File: src/rtl/px4_rc_pkg.sv
// Shared definitions for the RC failsafe block: state codes, default channel
// limits and failsafe width, plus the channel range test.
package px4_rc_pkg;

  typedef enum logic [2:0] {
    NO_SIGNAL = 3'd0,
    ARMING    = 3'd1,
    LIVE      = 3'd2,
    HOLD      = 3'd3,
    FAILSAFE  = 3'd4
  } rc_state_t;

  localparam int FS_WIDTH_DEF = 1000;
  localparam int MIN_US_DEF   = 900;
  localparam int MAX_US_DEF   = 2100;
  localparam int WIDTH_W      = 16;
  localparam int TIMER_W      = 20;

  function automatic logic in_window(input logic [WIDTH_W-1:0] w,
                                     input logic [WIDTH_W-1:0] lo,
                                     input logic [WIDTH_W-1:0] hi);
    return (w >= lo) && (w <= hi);
  endfunction

endpackage

File: src/rtl/us_tick_gen.sv
// Microsecond tick: one-cycle pulse every CLK_PER_US clocks.
module us_tick_gen #(
  parameter int CLK_PER_US = 25
) (
  input  logic wb_clk_i,
  input  logic wb_rst_i,
  output logic tick_o
);

  localparam int CNT_W = (CLK_PER_US > 1) ? $clog2(CLK_PER_US) : 1;
  localparam logic [CNT_W-1:0] LAST = CNT_W'(CLK_PER_US - 1);

  logic [CNT_W-1:0] cnt;

  always_ff @(posedge wb_clk_i) begin
    if (wb_rst_i) begin
      cnt <= '0;
    end else if (cnt == LAST) begin
      cnt <= '0;
    end else begin
      cnt <= cnt + CNT_W'(1);
    end
  end

  assign tick_o = (cnt == LAST);

endmodule

File: src/rtl/rc_failsafe.sv
// RC receiver failsafe: validates decoded frames, arms after consecutive good
// frames, holds then falls back to a fixed width when frames stop.
module rc_failsafe
  import px4_rc_pkg::*;
#(
  parameter int CLK_PER_US  = 25,
  parameter int MIN_US      = MIN_US_DEF,
  parameter int MAX_US      = MAX_US_DEF,
  parameter int HOLD_US     = 40000,
  parameter int FAILSAFE_US = 500000,
  parameter int ARM_FRAMES  = 3,
  parameter int FS_WIDTH    = FS_WIDTH_DEF
) (
  input  logic        wb_clk_i,
  input  logic        wb_rst_i,
  input  logic        frame_stb_i,
  input  logic [15:0] ch1_i,
  input  logic [15:0] ch2_i,
  input  logic [15:0] ch3_i,
  input  logic [15:0] ch4_i,
  input  logic [15:0] host1_i,
  input  logic [15:0] host2_i,
  input  logic [15:0] host3_i,
  input  logic [15:0] host4_i,
  input  logic        host_sel_i,
  output logic [15:0] width1_o,
  output logic [15:0] width2_o,
  output logic [15:0] width3_o,
  output logic [15:0] width4_o,
  output logic [2:0]  state_o,
  output logic [7:0]  bad_cnt_o
);

  localparam logic [WIDTH_W-1:0] MIN_W  = WIDTH_W'(MIN_US);
  localparam logic [WIDTH_W-1:0] MAX_W  = WIDTH_W'(MAX_US);
  localparam logic [WIDTH_W-1:0] FS_W   = WIDTH_W'(FS_WIDTH);
  localparam logic [TIMER_W-1:0] HOLD_T = TIMER_W'(HOLD_US);
  localparam logic [TIMER_W-1:0] FS_T   = TIMER_W'(FAILSAFE_US);
  localparam logic [7:0]         ARM_N  = 8'(ARM_FRAMES);

  logic                          tick;
  logic [TIMER_W-1:0]            timer;
  logic [TIMER_W-1:0]            timer_inc;
  logic                          hold_hit;
  logic                          fs_hit;
  logic                          ch_ok;
  logic                          frame_good;
  logic                          frame_bad;
  logic                          load;
  rc_state_t                     state, state_nxt;
  rc_state_t                     entry_q, entry_nxt;
  logic [7:0]                    arm_cnt, arm_nxt;
  logic [7:0]                    bad_cnt;
  logic [3:0][WIDTH_W-1:0]       ch_in;
  logic [3:0][WIDTH_W-1:0]       host_in;
  logic [3:0][WIDTH_W-1:0]       held_q, held_nxt;
  logic [3:0][WIDTH_W-1:0]       width_q, out_nxt;

  us_tick_gen #(.CLK_PER_US(CLK_PER_US)) u_tick (
    .wb_clk_i (wb_clk_i),
    .wb_rst_i (wb_rst_i),
    .tick_o   (tick)
  );

  assign ch_in   = {ch4_i, ch3_i, ch2_i, ch1_i};
  assign host_in = {host4_i, host3_i, host2_i, host1_i};

  // frame_stb_i is a one-cycle valid with no ready: the frame is always
  // consumed in the cycle it is strobed, so ch*_i only matter in that cycle.
  always_comb begin
    ch_ok = 1'b1;
    for (int i = 0; i < 4; i++) begin
      if (!in_window(ch_in[i], MIN_W, MAX_W)) ch_ok = 1'b0;
    end
  end

  assign frame_good = frame_stb_i && ch_ok;
  assign frame_bad  = frame_stb_i && !ch_ok;

  // Thresholds compare the post-tick value so a timeout lands on the same edge
  // the timer reaches it; a good frame on that edge still wins.
  assign timer_inc = (tick && (timer != '1)) ? timer + TIMER_W'(1) : timer;
  assign hold_hit  = (timer_inc >= HOLD_T);
  assign fs_hit    = (timer_inc >= FS_T);

  always_comb begin
    state_nxt = state;
    entry_nxt = entry_q;
    arm_nxt   = arm_cnt;
    load      = 1'b0;
    case (state)
      NO_SIGNAL, FAILSAFE: begin
        if (frame_good) begin
          entry_nxt = state;
          arm_nxt   = 8'd1;
          if (ARM_N <= 8'd1) begin
            state_nxt = LIVE;
            load      = 1'b1;
          end else begin
            state_nxt = ARMING;
          end
        end
      end
      ARMING: begin
        if (frame_good) begin
          arm_nxt = arm_cnt + 8'd1;
          if (arm_nxt >= ARM_N) begin
            state_nxt = LIVE;
            load      = 1'b1;
          end
        end else if (frame_bad) begin
          state_nxt = entry_q;
          arm_nxt   = 8'd0;
        end
      end
      LIVE: begin
        if (frame_good) load = 1'b1;
        else if (hold_hit) state_nxt = HOLD;
      end
      HOLD: begin
        if (frame_good) begin
          state_nxt = LIVE;
          load      = 1'b1;
        end else if (fs_hit) begin
          state_nxt = FAILSAFE;
        end
      end
      default: state_nxt = NO_SIGNAL;
    endcase
  end

  always_comb begin
    held_nxt = load ? ch_in : held_q;
    out_nxt  = {4{FS_W}};
    if ((state_nxt == LIVE) || (state_nxt == HOLD)) begin
      out_nxt = host_sel_i ? host_in : held_nxt;
    end
  end

  always_ff @(posedge wb_clk_i) begin
    if (wb_rst_i) begin
      state   <= NO_SIGNAL;
      entry_q <= NO_SIGNAL;
      arm_cnt <= 8'd0;
      timer   <= '0;
      bad_cnt <= 8'd0;
      held_q  <= {4{FS_W}};
      width_q <= {4{FS_W}};
    end else begin
      state   <= state_nxt;
      entry_q <= entry_nxt;
      arm_cnt <= arm_nxt;
      timer   <= frame_good ? '0 : timer_inc;
      if (frame_bad && (bad_cnt != 8'hFF)) bad_cnt <= bad_cnt + 8'd1;
      held_q  <= held_nxt;
      width_q <= out_nxt;
    end
  end

  assign width1_o  = width_q[0];
  assign width2_o  = width_q[1];
  assign width3_o  = width_q[2];
  assign width4_o  = width_q[3];
  assign state_o   = state;
  assign bad_cnt_o = bad_cnt;

endmodule

File: config.mk
export PLATFORM = sky130hd
export DESIGN_NAME = rc_failsafe
export DESIGN_NICKNAME = d
export VERILOG_FILES = /design/src/rtl/px4_rc_pkg.sv /design/src/rtl/us_tick_gen.sv /design/src/rtl/rc_failsafe.sv
export SDC_FILE = /design/constraint.sdc
export NUM_CORES = 1
export LEC_CHECK = 0
export ABC_AREA = 1
export ABC_CLOCK_PERIOD_IN_PS = 2800
export CAP_MARGIN = 20
export CORE_MARGIN = 2
export CORE_UTILIZATION = 50
export DETAILED_ROUTE_END_ITERATION = 10
export PLACE_DENSITY = 0.92
export REMOVE_ABC_BUFFERS = 1
export SLEW_MARGIN = 10
export SYNTH_ARGS = -nofsm -noshare
export SYNTH_HDL_FRONTEND = slang
export SYNTH_SLANG_ARGS = --single-unit
File: constraint.sdc
create_clock -name wb_clk_i -period 2.8 [get_ports wb_clk_i]
set_input_delay 0.7 -clock wb_clk_i [delete_from_list [all_inputs] [get_ports wb_clk_i]]
set_output_delay 0.7 -clock wb_clk_i [all_outputs]
set_load 0.03 [all_outputs]
* Word level (Yosys, flattened, before mapping)
Cells that the tools add are included.
Word-level totals: output and inout bits 75, word-level logic and storage cells 84, bits in registers 175
Cells by class: reductions and logical operators 19, eq/ne operators 11, $lt $le $gt $ge 11, mux-type cells 24, bitwise logic cells 1, $add $sub $neg 4
Operators by type and width (count):
- 64-bit 2-to-1 mux | 2
- 16-bit by 10-bit greater-or-equal comparator with 1-bit output, second input constant | 4
- 16-bit by 12-bit <= comparator with 1-bit output, second input constant | 4
- 3-bit 2-to-1 mux | 8
- 8-bit 2-to-1 mux | 3
- 20-bit by 1-bit adder with 20-bit output, second input constant | 1
- 20-bit by 16-bit greater-or-equal comparator with 1-bit output, second input constant | 1
- 20-bit by 19-bit greater-or-equal comparator with 1-bit output, second input constant | 1
- 20-bit 2-to-1 mux | 1
- 20-bit inequality test, second input constant | 1
- 8-bit by 1-bit adder with 8-bit output, second input constant | 2
- 8-bit one-hot mux with 2 select lines | 1
- 3-bit by 2-bit equality test with 1-bit output, second input constant | 4
- 3-bit one-hot mux with 4 select lines | 1
- 2-bit OR reduction | 5
- 8-bit by 2-bit greater-or-equal comparator with 1-bit output, second input constant | 1
- 1-bit logical AND | 8
- 8-bit inequality test, second input constant | 1
- 1-bit 2-to-1 mux | 7
- 5-bit by 1-bit adder with 5-bit output, second input constant | 1
- 5-bit equality test, second input constant | 1
- 3-bit by 1-bit equality test with 1-bit output, second input constant | 1
- 3-bit equality test, second input constant | 1
- 3-bit logical NOT | 1
- 9 further kinds | 9

* Longest topological paths before layout
depth after elaboration 15, mapped depth 21

* Hierarchy
A second synthesis with hierarchy kept.
Second synthesis, totals: cells, all modules 1281, area total of the unflattened synthesis 8446.9 µm²
By module, submodules not included:
- rc_failsafe | area each 8186.6 µm², instances 1, cells an instance 1248, seq. area each 3403.3 µm²
- us_tick_gen | area each 260.2 µm², instances 1, cells an instance 33, seq. area each 100.1 µm²

* Least setup slack after synthesis
OpenSTA, ideal clock, no wires.
path kind in2reg, start point input ch4_i[3], end point register width_q, in the netlist width1_o[3], library setup time 0.124 ns, data arrival time 2.400 ns, setup slack 0.277 ns, path buffers 1, stages 13, cells stage by stage nor2_1 nor2_1 nand2_1 nand3_1 o21ai_0 nand2_1 nor3_1 nand2_1 nor2_1 o21ai_0 a21oi_4 buf_2 nand3_1
On the way: cells in the longest elaborated chain, start to end 12, elaborated cells on any way between the ends 23, classes of those cells order compare: 2; eq/ne: 2; mux: 12; bitwise: 1; reduce/logical: 6
RTL lines:
- start: declaration | RTL line rc_failsafe.sv:20 | input logic [15:0] ch4_i,
- 16-bit by 10-bit greater-or-equal comparator with 1-bit output / 16-bit by 12-bit <= comparator with 1-bit output (equally long branches) | RTL line px4_rc_pkg.sv:22 | return (w >= lo) && (w <= hi);
- 1-bit logical AND * | RTL line px4_rc_pkg.sv:22
- 1-bit 2-to-1 mux * | RTL line rc_failsafe.sv:73 | if (!in_window(ch_in[i], MIN_W, MAX_W)) ch_ok = 1'b0;
- 1-bit logical NOT | RTL line rc_failsafe.sv:78 | assign frame_bad = frame_stb_i && !ch_ok;
- 1-bit logical AND | RTL line rc_failsafe.sv:78
- 3-bit 2-to-1 mux | RTL line rc_failsafe.sv:111 | end else if (frame_bad) begin
- 3-bit 2-to-1 mux | RTL line rc_failsafe.sv:105 | if (frame_good) begin
- 3-bit one-hot mux with 4 select lines | RTL line rc_failsafe.sv:91 | case (state)
- 3-bit by 2-bit equality test with 1-bit output | RTL line rc_failsafe.sv:135 | if ((state_nxt == LIVE) || (state_nxt == HOLD)) begin
- 1-bit logical OR | RTL line rc_failsafe.sv:135
- 1-bit NOT (no source line)
- 2-bit OR reduction (no source line)
- end signal: assignment | RTL line rc_failsafe.sv:148 | width_q <= {4{FS_W}};
- end signal: assignment | RTL line rc_failsafe.sv:156 | width_q <= out_nxt;
- end: declaration | RTL line rc_failsafe.sv:57 | logic [3:0][WIDTH_W-1:0] width_q, out_nxt;
Mark *: on every way between the ends. The rest lies on a longest branch, timed or not. A chain may end at the register's enable or synchronous reset.

* Final worst setup path
start point input ch1_i[8], end point register width_q, in the netlist width2_o[0]
On the way: cells in the longest elaborated chain, start to end 15, elaborated cells on any way between the ends 26, classes of those cells order compare: 2; eq/ne: 2; mux: 15; bitwise: 1; reduce/logical: 6
RTL lines:
- start: declaration | RTL line rc_failsafe.sv:17 | input logic [15:0] ch1_i,
- 16-bit by 10-bit greater-or-equal comparator with 1-bit output / 16-bit by 12-bit <= comparator with 1-bit output (equally long branches) | RTL line px4_rc_pkg.sv:22
- 1-bit logical AND * | RTL line px4_rc_pkg.sv:22
- 1-bit 2-to-1 mux * (4 in series) | RTL line rc_failsafe.sv:73
- 1-bit logical NOT | RTL line rc_failsafe.sv:78
- 1-bit logical AND | RTL line rc_failsafe.sv:78
- 3-bit 2-to-1 mux | RTL line rc_failsafe.sv:111
- 3-bit 2-to-1 mux | RTL line rc_failsafe.sv:105
- 3-bit one-hot mux with 4 select lines | RTL line rc_failsafe.sv:91
- 3-bit by 2-bit equality test with 1-bit output | RTL line rc_failsafe.sv:135
- 1-bit logical OR | RTL line rc_failsafe.sv:135
- 1-bit NOT (no source line)
- 2-bit OR reduction (no source line)
Marked as above.

==> impl_metrics.json <==
{
  "status": "finished with violations",
  "violations": "setup timing",
  "cp.arrival_ns": 3.28,
  "seqCellArea_um2": 3510,
  "postCtsHoldBufs": 0,
  "first_iter_violations": 1037,
  "fmax_mhz": 342,
  "gp_congestion": 0.947,
  "ys_types": 35,
  "syn_area_per_cell_um2": 6.60,
  "cp_top_family": "simple AND/OR/NAND/NOR gates",
  "core_um2": 16000,
  "worstMarginPinSlew_ns": 0.625,
  "fin_crit_ns": 2.93,
  "worstHoldPathType": "flip-flop to flip-flop",
  "crit_cells": 13,
  "htree_levels": 4,
  "dr.pass1.iters": 5,
  "rr_startpoint": "timer[9]$_SDFF_PP0_",
  "yosysWarnings": 0,
  "avgViaCountPerCell": 5.43,
  "num_vias": 9610,
  "dp_slack_ns": -0.427,
  "wl_met1_um": 10600,
  "crit_slowest_cell": "clkdlybuf4s50_1",
  "utilization": 0.766,
  "dp.final_hpwl_um": 19000,
  "clk_pin_slew_worst_paths_ns": 0.07,
  "wl_met2_um": 14500,
  "instances_no_fill": 1771,
  "synthCells": 1247,
  "postRouteAntennaNets": 0,
  "min_period_over_period": 1.04,
  "critPathMaxFanout": 6,
  "die_area_um2": 17500,
  "synth-seq-area-share": 0.426,
  "overflow": 0,
  "crit_path_end": "width2_o[0]$_SDFF_PP0_",
  "areaGrowthSynthToFinish_pct": 49.0,
  "crit_start": "ch1_i[8]",
  "pwr_density_cell_nw_per_um2": 442,
  "hold_violations": 0,
  "syn_area_um2": 8230,
  "fillers": 1037,
  "ioPinCount": 207,
  "path_cells": "clkdlybuf4s50_1 -> nor4_4 -> a21oi_2 -> inv_1 -> nand2_1 -> nor3_1 -> nand2_1 -> nor2_1 -> o21ai_1 -> a21oi_4 -> nand3_4 -> buf_12 -> nor2_1",
  "ys.flop_type": "dfxtp_1",
  "clk_latency_ns": 0.44,
  "worst-setup-path-type": "primary input to flip-flop",
  "std_cell_rows": 46,
  "highest_layer": "met4",
  "stdcell_area_um2": 12300,
  "drive_gt1_frac": 0.166,
  "cts_tree": "yes",
  "wl_met3_um": 2760,
  "port_buffers": 206,
  "cts_sinks": 175,
  "cts_max_path_buffers": 2,
  "drcViolationCount": 0,
  "fin_worst_skew_ns": 0.00965,
  "grt_pass1_vias": 8744,
  "antenna_found_initial": 2,
  "p_leak_nw": 5.64,
  "ff2ff_setup_slack_ns": -0.06,
  "cts_root_buffer": "clkbuf_16",
  "grt.total_usage": 0.301,
  "start_util": 0.514,
  "multi_input_area_um2": 4000,
  "total_power_mw": 5.42,
  "worst_slack_ns": -0.125,
  "setup_tns_ns": -1.15,
  "critPathLaunchType": "primary input",
  "synth-seq-cells": 175,
  "cap_violations": 0,
  "wl_um": 29900,
  "cp.required_ns": 3.16,
  "numCtsBuffers": 17,
  "wl_per_cell_um": 16.9,
  "place_area_um2": 11200,
  "grt_max_degree": 64,
  "dieHeight_um": 132,
  "die_w_um": 132,
  "whs_ns": 0.447,
  "grt_pass1_wl_um": 42500,
  "maxSlewViolCount": 0,
  "setup_viol": 28,
  "r2r.worst_path.cells": 18,
  "ir_drop_mv": 0.490,
  "synth_edf_count": 0,
  "nNetsFinal": 1678,
  "cp_num_buf_inv": 3,
  "end_kind": "flip-flop",
  "maxSlewHeadroom": 0.583,
  "place_inst": 1723,
  "async_reset_ff_frac": 0,
  "slowest_delay_ns": 0.56,
  "r2r-end": "width2_o[0]$_SDFF_PP0_"
}
Yosys cell counts (5+ instances only):
cell | number | share of area
nor3_1 | 15 | 0.0091
buf_6 | 5 | 0.0068
nor2_1 | 132 | 0.060
nand3_1 | 109 | 0.066
clkbuf_1 | 34 | 0.016
nor4_1 | 5 | 0.0038
xor2_1 | 8 | 0.0085
inv_1 | 208 | 0.095
or2_2 | 7 | 0.0053
dfxtp_1 | 175 | 0.43
nand4_1 | 18 | 0.014
a21oi_1 | 32 | 0.019
nor2_2 | 25 | 0.019
o21ai_0 | 62 | 0.038
nand3b_1 | 6 | 0.0055
nand2_1 | 365 | 0.17
ha_1 | 6 | 0.0091
cells in the final DEF, fill, tap and decap left out, drive strengths merged, types with 2 or more instances in the layout:
master	count
dlymetal6s2s	9
clkdlybuf4s50	195
nor3	15
buf	115
or2	7
inv	216
xnor2	4
xor2	8
o21ai	66
clkinv	5
clkbuf	20
nand3	113
a21oi	34
nand4	18
nand2	367
dfxtp	175
nand3b	6
o31ai	3
diode	2
nor2	157
nor4	5
ha	6
o21bai	2
registers in the layout, summed over array words and instances (netlist names):
register,count
width2_o,16
width4_o,16
entry_q,3
arm_cnt,8
width3_o,16
u_tick.cnt,5
held_q,64
timer,20
width1_o,16
bad_cnt_o,8
state_o,3
what timing repair did:
item | 4_1_cts | 5_1_grt
setup endpoints to repair | 12 | 73
pin swaps | 0 | 19
gates cloned | 0 | 4
resized for setup | 6 | 103
buffers inserted | 0 | 10
cell families after synthesis:
group / share of synthesized area
AND/OR/NAND/NOR: 0.358
flip-flops: 0.426
AO/OA/AOI/OAI: 0.0712
buffers and inverters: 0.123
XOR/XNOR: 0.0128
adder cells (fa/ha/maj): 0.00913
final cells by class:
cell class / instances / area share
Tap cell: 216 / 0.0220
Sequential cell: 175 / 0.286
Timing Repair Buffer: 321 / 0.253
Antenna cell: 2 / 0.000408
Clock inverter: 14 / 0.0121
Clock buffer: 18 / 0.0358
Multi-Input combinational cell: 817 / 0.326
Inverter: 208 / 0.0639
how the worst min path moves through the flow:
stage	depth (start not counted)	from	end	slack [ns]
2_1_floorplan	2	held_q[15]$_SDFF_PP0_	held_q[15]$_SDFF_PP0_	0.42
3_3_place_gp	2	held_q[61]$_SDFF_PP0_	held_q[61]$_SDFF_PP0_	0.43
3_5_place_dp	2	entry_q[1]$_SDFFE_PP0P_	entry_q[1]$_SDFFE_PP0P_	0.44
4_1_cts	2	entry_q[1]$_SDFFE_PP0P_	entry_q[1]$_SDFFE_PP0P_	0.45
5_1_grt	2	entry_q[0]$_SDFFE_PP0P_	entry_q[0]$_SDFFE_PP0P_	0.46
6_report	2	entry_q[0]$_SDFFE_PP0P_	entry_q[0]$_SDFFE_PP0P_	0.45
worst register-to-register path: cells and delay by family (launching register included):
kind	cells	cell delay (ns)
buffers and inverters	3	0.48
AOI/OAI and AO/OA	1	0.28
and+or+nand+nor	14	1.61
DFF	1	0.42
where the power goes:
part,internal (mW),switching [mW]
logic,0.264,0.247
registers,2.49,0.00509
clock network,1.29,1.12
total,4.04,1.37
layer usage:
metal | global-route usage | vias up
met5 | 0 | -
li1 | - | 4426
met3 | 0.0677 | 186
met1 | 0.335 | 4370
met2 | 0.536 | 628
met4 | 0.161 | 0
(Power assumes the default switching activity.)
